### src/rtl/muldiv_seq_ctrl.sv
// ---------------------------------------------------------------------------
// muldiv_seq_ctrl
//   Iterative multiply/divide sequencer that sits next to the single-cycle ALU
//   in the EX stage. It executes MULT/MULTU/DIV/DIVU as a shift-add multiplier
//   or a restoring divider, one result bit per cycle, and writes HI/LO.
//   busy holds the pipeline while an operation is in flight.
//
//   Sequence: IDLE -> PREP -> CALC (WIDTH cycles) -> FIX -> DONE -> IDLE.
//   A divide by zero goes PREP -> DONE with hi = raw dividend and lo = all ones.
//
// Configuration macro:
//   MULDIV_SIGNED_EN  when defined, op[1]=1 selects signed operation (operand
//                     magnitudes in PREP, result sign fix-up in FIX). When not
//                     defined, op[1] is ignored and no sign logic is built.
//
// Ports:
//   clk          in   rising-edge clock
//   rst_n        in   asynchronous active-low reset
//   start        in   launch request, sampled only in IDLE
//   op[1:0]      in   00 MULTU, 01 DIVU, 10 MULT, 11 DIV
//   a            in   multiplicand / dividend
//   b            in   multiplier / divisor
//   flush        in   abort any in-flight operation (returns to IDLE)
//   busy         out  high in PREP, CALC and FIX
//   done         out  one-cycle pulse in DONE; hi/lo valid that cycle
//   hi           out  MULT: upper product, DIV: remainder
//   lo           out  MULT: lower product, DIV: quotient
//   div_by_zero  out  set with done after a divide by zero, cleared on accept
// ---------------------------------------------------------------------------
module muldiv_seq_ctrl #(
    parameter int WIDTH = 32,
    parameter int CNT_W = 6
) (
    input  logic             clk,
    input  logic             rst_n,
    input  logic             start,
    input  logic [1:0]       op,
    input  logic [WIDTH-1:0] a,
    input  logic [WIDTH-1:0] b,
    input  logic             flush,
    output logic             busy,
    output logic             done,
    output logic [WIDTH-1:0] hi,
    output logic [WIDTH-1:0] lo,
    output logic             div_by_zero
);

    localparam logic [2:0] S_IDLE = 3'd0;
    localparam logic [2:0] S_PREP = 3'd1;
    localparam logic [2:0] S_CALC = 3'd2;
    localparam logic [2:0] S_FIX  = 3'd3;
    localparam logic [2:0] S_DONE = 3'd4;

    logic [2:0]         state;
    logic [CNT_W-1:0]   count;

    // Operands captured at accept; they stay stable for the whole operation,
    // so sign information can be derived from them directly in FIX.
    logic [WIDTH-1:0]   a_r;
    logic [WIDTH-1:0]   b_r;
    logic               is_div;

    // opnd holds the multiplicand (MUL) or divisor (DIV) magnitude.
    // acc is {hi_half, lo_half}: MUL {partial product, multiplier},
    // DIV {remainder, dividend shifting into quotient}.
    logic [WIDTH-1:0]   opnd;
    logic [2*WIDTH-1:0] acc;
    logic [2*WIDTH-1:0] acc_step;

    logic [WIDTH-1:0]   mag_a;
    logic [WIDTH-1:0]   mag_b;
    logic [WIDTH-1:0]   res_hi;
    logic [WIDTH-1:0]   res_lo;

    logic               accept;
    logic               div_zero;

    logic [WIDTH:0]     mul_sum;
    logic [WIDTH:0]     div_shift;
    logic [WIDTH-1:0]   div_diff;
    logic               div_ge;

    assign accept   = (state == S_IDLE) && start && !flush;
    assign div_zero = is_div && (b_r == '0);

    assign busy = (state == S_PREP) || (state == S_CALC) || (state == S_FIX);
    assign done = (state == S_DONE);

`ifdef MULDIV_SIGNED_EN
    logic is_signed;
    logic neg_res;
    logic neg_rem;

    function automatic logic [WIDTH-1:0] abs_val(input logic signed [WIDTH-1:0] v);
        return v[WIDTH-1] ? WIDTH'(-v) : WIDTH'(v);
    endfunction

    assign mag_a   = is_signed ? abs_val(a_r) : a_r;
    assign mag_b   = is_signed ? abs_val(b_r) : b_r;
    // Product and quotient are negative when operand signs differ;
    // the remainder follows the dividend.
    assign neg_res = is_signed && (a_r[WIDTH-1] ^ b_r[WIDTH-1]);
    assign neg_rem = is_signed && a_r[WIDTH-1];

    always_comb begin
        res_hi = acc[2*WIDTH-1:WIDTH];
        res_lo = acc[WIDTH-1:0];
        if (is_div) begin
            if (neg_res) res_lo = -acc[WIDTH-1:0];
            if (neg_rem) res_hi = -acc[2*WIDTH-1:WIDTH];
        end else if (neg_res) begin
            {res_hi, res_lo} = -acc;
        end
    end
`else
    logic unused_sign;
    assign unused_sign = op[1];
    assign mag_a  = a_r;
    assign mag_b  = b_r;
    assign res_hi = acc[2*WIDTH-1:WIDTH];
    assign res_lo = acc[WIDTH-1:0];
`endif

    // One iteration of either algorithm. The divide trial is done on W+1 bits
    // so divisors with the top bit set are handled without losing the
    // remainder's shifted-out bit.
    always_comb begin
        mul_sum   = {1'b0, acc[2*WIDTH-1:WIDTH]} + (acc[0] ? {1'b0, opnd} : '0);
        div_shift = {acc[2*WIDTH-1:WIDTH], acc[WIDTH-1]};
        div_ge    = div_shift >= {1'b0, opnd};
        div_diff  = WIDTH'(div_shift - {1'b0, opnd});
        if (is_div) begin
            if (div_ge) acc_step = {div_diff, acc[WIDTH-2:0], 1'b1};
            else        acc_step = {div_shift[WIDTH-1:0], acc[WIDTH-2:0], 1'b0};
        end else begin
            acc_step = {mul_sum, acc[WIDTH-1:1]};
        end
    end

    // Datapath registers: no reset, they are always loaded before use.
    always_ff @(posedge clk) begin
        if (accept) begin
            a_r    <= a;
            b_r    <= b;
            is_div <= op[0];
`ifdef MULDIV_SIGNED_EN
            is_signed <= op[1];
`endif
        end
        if (state == S_PREP) begin
            opnd <= is_div ? mag_b : mag_a;
            acc  <= {{WIDTH{1'b0}}, (is_div ? mag_a : mag_b)};
        end else if (state == S_CALC) begin
            acc <= acc_step;
        end
    end

    // Control FSM and architectural results. flush overrides every state;
    // in DONE the result is already committed so done still pulses.
    always_ff @(posedge clk or negedge rst_n) begin
        if (!rst_n) begin
            state       <= S_IDLE;
            count       <= '0;
            hi          <= '0;
            lo          <= '0;
            div_by_zero <= 1'b0;
        end else if (flush) begin
            state <= S_IDLE;
        end else begin
            case (state)
                S_IDLE: begin
                    if (start) begin
                        state       <= S_PREP;
                        div_by_zero <= 1'b0;
                    end
                end
                S_PREP: begin
                    if (div_zero) begin
                        hi          <= a_r;
                        lo          <= '1;
                        div_by_zero <= 1'b1;
                        state       <= S_DONE;
                    end else begin
                        count <= CNT_W'(WIDTH);
                        state <= S_CALC;
                    end
                end
                S_CALC: begin
                    count <= count - 1'b1;
                    if (count == CNT_W'(1)) state <= S_FIX;
                end
                S_FIX: begin
                    hi    <= res_hi;
                    lo    <= res_lo;
                    state <= S_DONE;
                end
                S_DONE:  state <= S_IDLE;
                default: state <= S_IDLE;
            endcase
        end
    end

endmodule

### config.mk
export PLATFORM = sky130hd
export DESIGN_NAME = muldiv_seq_ctrl
export DESIGN_NICKNAME = d
export VERILOG_FILES = /design/src/rtl/muldiv_seq_ctrl.sv
export SDC_FILE = /design/constraint.sdc
export NUM_CORES = 1
export LEC_CHECK = 0
export ABC_AREA = 1
export CORE_MARGIN = 2
export CORE_UTILIZATION = 25
export DETAILED_ROUTE_END_ITERATION = 8
export PLACE_DENSITY = 0.37
export SLEW_MARGIN = 20
export SYNTH_ARGS = -nofsm -noshare
export SYNTH_HDL_FRONTEND = slang
export SYNTH_SLANG_ARGS = --single-unit
### constraint.sdc
create_clock -name clk -period 4.9 [get_ports clk]
set_input_delay 0.98 -clock clk [delete_from_list [all_inputs] [get_ports clk]]
set_output_delay 0.98 -clock clk [all_outputs]
set_load 0.01 [all_outputs]
==> impl_metrics.tcl, run 1 <==
set metrics [dict create \
    cts.sinks 235 \
    worstSetupStartpointType "flip-flop" \
    synth_compound_gate_area_share_pct 12.4 \
    fin_worst_skew_ns 0.0150 \
    drive_gt1_share_pct 4.47 \
    antenna_found_initial 0 \
    synth.avg_cell_area_um2 7.12 \
    crit_required_ns 5.35 \
    clock_latency_ns 0.56 \
    post-dp-hpwl_um 44400 \
    fin_total_pwr_mw 10.6 \
    finalCritPeriodShare_pct 65.9 \
    start_util_pct 25.4 \
    tns_ns 0 \
    syn-num-nets 2293 \
    cts.htree.levels 1 \
    via_per_inst 4.57 \
    die_w_um 252 \
    cts_setup_buffers 0 \
    wl_per_cell_um 18.7 \
    min_period_ns 3.23 \
    finalSetupViolations 0 \
    cts_hold_buf 0 \
    gr-usage-all-layers_pct 18.0 \
    synthSimpleGateAreaFrac_pct 28.8 \
    dr_total_vias 14000 \
    drtIter0Drc 789 \
    synth_cell_types 43 \
    ant_nets 0 \
    worst_pin_slew_ns 0.914 \
    critPathCaptureType "flip-flop" \
    pin_count 137 \
    globalRouteOverflowTotal 0 \
    relSlewSlack_pct 39.1 \
    rsz0062_at_grt "false" \
    finalMaxSlewViolations 0 \
    crit_type "reg2reg" \
    fp.dieH_um 252 \
    yosysWarnings 0 \
    diodes 0 \
    p_leak_nw 8.67 \
    grt_max_degree 75 \
    fp.coreArea_um2 60500 \
    worstHoldPathType "in2async" \
    dieArea_um2 63400 \
    final_cell_mix "nand2_1 (620), inv_1 (319), nor2_1 (264)" \
    tritoncts "done" \
    synthesis.area_um2 15300 \
    cap_violations 0 \
    synthAdderAreaFrac_pct 5.64 \
    crit_fanout 23 \
    numPortBuffers 135 \
    cts-resized-gates 0 \
    clockBufferDepth 3 \
    fillers 6560 \
    ys_ff_latch 235 \
    drtPass1Iterations 5 \
    placed_area_um2 17500 \
    power_density_nw_per_um2 575 \
    finalHoldWorstSlack_ns 0.455 \
    drc 0 \
    grt_pass1_vias 14000 \
    fin_nets 2399 \
    area_delta_synth_final_pct 20.4 \
    fmax_mhz 310 \
    cts_buffers 27 \
    synth_top_family_by_area "simple AND/OR/NAND/NOR gates" \
    rows 90 \
    seq_area_frac_synth_pct 41.5 \
    clock-root-buffer "clkbuf_16" \
    drt_wl_total_um 57300 \
    critPathArrivalTime_ns 3.68 \
    mostFrequentLayoutCell "nand2_1" \
    status "finished, final reports clean" \
    timing.final.hold_violations 0 \
    synth_xor_area_share_pct 1.26 \
    final_area_um2 18500 \
    grt_first_pass_wirelength_um 87000 \
    peakVddDrop_uv 257 \
    synthMuxAreaShare_pct 0.0652 \
    syn_inst 2155 \
    gp_congestion 0.889 \
    clk_pin_slew_ns 0.06 \
]
[layer usage]
metal / routed length (um) / vias up / global-route usage, %
met3: 2080 / 48 / 2.03
li1: - / 7145 / -
met5: 0 / - / 0
met2: 25500 / 243 / 28.9
met1: 28800 / 6563 / 26.1
met4: 955 / 0 / 3.54
[report_power, final]
group / switching (mW) / internal, mW
Combinational: 3.22 / 1.89
Sequential: 0.605 / 2.72
Clock: 0.864 / 1.32
[worst max-delay path: stages (launching register included)]
cell and delay [ns]:
edfxtp_1 0.76, buf_4 0.40, nand2_1 0.09, inv_1 0.06, ha_1 0.26, nand2_1 0.15, inv_1 0.05, a21oi_1 0.14
nand3_1 0.27, nand2_1 0.13, nand2_1 0.14, nand2_1 0.11, nand3b_1 0.08, nand3_1 0.20, nand3_1 0.16, nand2_1 0.09
inv_1 0.03
[through the flow]
| stage | cells | worst slack, ns | utilization, % |
|---|---|---|---|
| finish | 3064 | 1.67 | 30.5 |
| global route | 3064 | 1.41 | 30.5 |
| CTS | 3064 | 1.65 | 30.5 |
| detailed placement | 3014 | 1.68 | 29.0 |
| global placement | 3014 | 1.66 | 29.0 |
| floorplan | 2155 | 0.621 | - |
[synthesized netlist by cell type]
cell type    n  area, um2
nor2_2       6       37.5
o21ai_2      1       8.76
nor2_1     266        998
nor4_1       3       18.8
edfxtp_1   129       3870
xor2_1      19        166
dfxtp_1     32        641
nor2_4       4       45.0
ha_1        66        826
a211oi_1    19        143
buf_1       15       56.3
fa_1         2       40.0
or2_2        1       6.26
nand3_1     95        475
and2_1       1       6.26
inv_2       10       37.5
nand4_1     30        188
dfrtp_1     74       1850
buf_2        8       40.0
o21ai_0    107        536
nor3_1      11       55.1
a21oi_1    176        881
nand2_8      1       20.0
inv_1      320       1200
buf_6        2       22.5
inv_4        1       6.26
nand2_2      8       50.1
mux2i_1      1       10.0
nand2_1    620       2330
o211ai_1     2       15.0
nor4_4       1       21.3
nand3b_1    19        143
o21bai_1     5       37.5
a21o_1       3       22.5
nand2_4      2       22.5
o2111ai_1    1       8.76
clkbuf_1    41        154
o22ai_1      1       6.26
a31oi_1     29        181
buf_4       10       75.1
o21a_1       4       30.0
o21ai_1      6       30.0
xnor2_1      3       26.3
[logic make-up (layout without fill, tap and decap cells)]
| logic type | after synthesis | in the layout |
|---|---|---|
| AO/OA/AOI/OAI | 354 | 354 |
| adder cells (fa/ha/maj) | 68 | 68 |
| AND/OR/NAND/NOR | 1068 | 1068 |
| XOR/XNOR | 22 | 22 |
| buffers and inverters | 407 | 534 |
| multiplexers | 1 | 1 |
| flip-flops | 235 | 235 |
[final cells by class]
type | count | area (um2) | area share, %
multi-input combinational | 1513 | 7420 | 40.2
timing repair buffer | 153 | 1510 | 8.17
inverter | 331 | 1250 | 6.75
tap | 782 | 978 | 5.30
sequential | 235 | 6370 | 34.5
clock buffer | 35 | 736 | 3.98
clock inverter | 15 | 210 | 1.14
[path summary, 6_finish.rpt]
kind / startpoint / end / slack (ns) / depth (start not counted)
worst max-delay path: acc[0]$_DFFE_PP_ / acc[53]$_SDFFE_PP0P_ / 1.67 / 16
worst min-delay path: rst_n / lo[23]$_DFFE_PN0P_ / 0.46 / 1
worst max register to register: acc[0]$_DFFE_PP_ / acc[53]$_SDFFE_PP0P_ / 1.67 / 16
worst min register to register: count[0]$_DFFE_PN0P_ / count[0]$_DFFE_PN0P_ / 0.52 / 1
max in group asynchronous: rst_n / count[5]$_DFFE_PN0P_ / 3.55 / 2
min in group clk: count[0]$_DFFE_PN0P_ / count[0]$_DFFE_PN0P_ / 0.52 / 1
[sequential cells by signal, indices dropped and copies added, names as in the netlist]
| name | count |
|---|---|
| b_r | 32 |
| div_by_zero | 1 |
| a_r | 32 |
| acc | 64 |
| state | 3 |
| hi | 32 |
| lo | 32 |
| opnd | 32 |
| count | 6 |
| is_div | 1 |
Power figures use the tool's default switching activity.
==> run 2: changes to the inputs <==
==> constraint.sdc (replaced) <==
create_clock -name clk -period 3.3 [get_ports clk]
set_input_delay 0.66 -clock clk [delete_from_list [all_inputs] [get_ports clk]]
set_output_delay 0.66 -clock clk [all_outputs]
set_load 0.01 [all_outputs]
==> run 2 against run 1 <==
  * Count of clock-buffer cells in the layout rose by 3
  * Non-clock buffer count rose by 25
  * Power rose by 50%
  * First-iteration DRC count up 14%
  * Sequential share of layout area fell by 0.49 points
  * Clock skew is 0.0014 ns lower
  * Fmax up 11%
  * Critical path type unchanged
  * Largest power group unchanged
==> impl_metrics.tcl, run 2 (synthesis results as in run 1) <==
set metrics [dict create \
    cts.sinks 235 \
    worst_pin_slew_ns 0.802 \
    grt_first_pass_wirelength_um 86600 \
    mostFrequentLayoutCell "nand2_1" \
    die_w_um 252 \
    peakVddDrop_uv 350 \
    fp.dieH_um 252 \
    r2r_cells 16 \
    numPortBuffers 135 \
    critPathArrivalTime_ns 3.40 \
    timing.final.hold_violations 0 \
    rows 90 \
    largest_register_ffs 64 \
    tns_ns 0 \
    gp_congestion 0.883 \
    r2r_start "opnd[8]$_DFFE_PP_" \
    dr_total_vias 14200 \
    crit_required_ns 3.80 \
    worstSetupStartpointType "flip-flop" \
    largest_register "acc" \
    fin_worst_skew_ns 0.0136 \
    status "finished, final reports clean" \
    fmax_mhz 345 \
    final_cell_mix "nand2_1 (620), inv_1 (319), nor2_1 (264)" \
    clockBufferDepth 3 \
    post-dp-hpwl_um 44400 \
    min_period_ns 2.90 \
    diodes 0 \
    top_usage_layer "met2" \
    drt_wl_total_um 57200 \
    p_leak_nw 8.82 \
    wl_per_cell_um 18.5 \
    relSlewSlack_pct 46.5 \
    clock_latency_ns 0.56 \
    dp_cells 3037 \
    critPathLaunch "opnd[8]$_DFFE_PP_" \
    crit_type "reg2reg" \
    grt_util_met1_pct 25.9 \
    drtIter0Drc 898 \
    worstHoldPathType "in2async" \
    area_delta_synth_final_pct 22.1 \
    use_met2_pct 28.8 \
    finalCritPeriodShare_pct 87.9 \
    finalMaxSlewViolations 0 \
    start_util_pct 25.4 \
    drc 0 \
    drive_gt1_share_pct 5.72 \
    stdcell_count 3091 \
    critPathCaptureType "flip-flop" \
    seqCellArea_um2 6370 \
    clk_pin_slew_ns 0.06 \
    crit_fanout 15 \
    rrSetupSlack_ns 0.40 \
    via_per_inst 4.61 \
    cts.htree.levels 1 \
    antenna_found_initial 1 \
    globalRouteOverflowTotal 0 \
    grt_max_degree 125 \
    grt_pass1_vias 14200 \
    r2r-end "acc[45]$_SDFFE_PP0P_" \
    ant_nets 0 \
    cts_hold_buf 0 \
    power_density_nw_per_um2 853 \
    cts-resized-gates 0 \
    cts_buffers 28 \
    gr-usage-all-layers_pct 17.9 \
    fin_nets 2425 \
    rsz0062_at_grt "false" \
    cts_setup_buffers 0 \
    clock-root-buffer "clkbuf_16" \
    drtPass1Iterations 5 \
    fillers 6539 \
    finalSetupViolations 0 \
    tritoncts "done" \
    dieArea_um2 63400 \
    pin_count 137 \
    fp.coreArea_um2 60500 \
    grtUsageMet3_pct 2.01 \
    cap_violations 0 \
    multi_input_area_um2 7420 \
]
run 2: cell types whose count changed in the layout (fill, tap and decap cells not counted):
cell and change:
buf_12 +6, buf_4 +19, bufinv_16 -3, clkbuf_1 -2, clkbuf_16 +2, clkbuf_8 +3
clkinv_1 -1, clkinv_2 +3, clkinvlp_4 +2, inv_6 -2
run 2: report_power, final:
group | internal (mW) | switching, mW | total [mW]
sequential | 4.04 | 0.770 | 4.81
clock | 1.89 | 1.30 | 3.19
combinational | 2.98 | 4.99 | 7.97
total | 8.91 | 7.06 | 16.0
run 2: metrics by stage:
stage	worst slack (ns)	instance area, um2	power (mW)	util, %	hold WS (ns)
after floorplan	0.423	15300	9.58	-	0.364
after global placement	0.226	17800	12.8	29.4	0.505
after detailed placement	0.249	17800	12.8	29.4	0.511
after CTS	0.226	18700	16.1	30.9	0.142
after global routing	0.208	18700	17.3	31.0	0.183
final	0.400	18700	16.0	31.0	0.159
run 2: worst max path at each step:
stage / end / slack (ns) / cells after the start
after floorplan: a_r[0]$_DFFE_PP_ / 0.42 / 2
after global placement: acc[62]$_SDFFE_PP0P_ / 0.23 / 14
after detailed placement: acc[62]$_SDFFE_PP0P_ / 0.25 / 14
after CTS: acc[58]$_SDFFE_PP0P_ / 0.23 / 12
after global routing: acc[46]$_SDFFE_PP0P_ / 0.21 / 16
final: acc[45]$_SDFFE_PP0P_ / 0.40 / 16
run 2: metal layers:
layer	wire length, um	vias to the layer above	share of wire (%)
li1	-	7205	-
met1	28200	6687	49
met2	25500	297	45
met3	2520	49	4.4
met4	865	2	1.5
met5	13	-	0.023
run 2: critical path: stages (launching register included):
cell and delay, ns:
edfxtp_1 0.45, inv_1 0.08, ha_1 0.37, nand2_1 0.13, nor2_2 0.20, nand3_1 0.09
nand3_1 0.17, nand2_1 0.09, nand2_2 0.16, nand2_4 0.15, nand2_8 0.18, nand2_4 0.18
inv_4 0.21, nand2_1 0.16, nand3_1 0.12, nand2_1 0.05, inv_1 0.04
run 2: cell type report:
class / instances / share of cell area (%)
multi-input combinational: 1513 / 39.6
inverter: 331 / 6.65
sequential: 235 / 34.0
timing repair buffer: 178 / 9.46
clock buffer: 38 / 4.38
tap: 782 / 5.22
clock inverter: 14 / 0.688
==> run 3: changes to the inputs <==
--- a/config.mk
+++ b/config.mk
@@ -10,7 +10,7 @@
 export CORE_UTILIZATION = 25
 export DETAILED_ROUTE_END_ITERATION = 8
 export PLACE_DENSITY = 0.37
-export SLEW_MARGIN = 20
+export SLEW_MARGIN = 25
 export SYNTH_ARGS = -nofsm -noshare
 export SYNTH_HDL_FRONTEND = slang
 export SYNTH_SLANG_ARGS = --single-unit
==> results of run 3 <==
No change in the layout: final DEF, timing and power equal those of run 2.
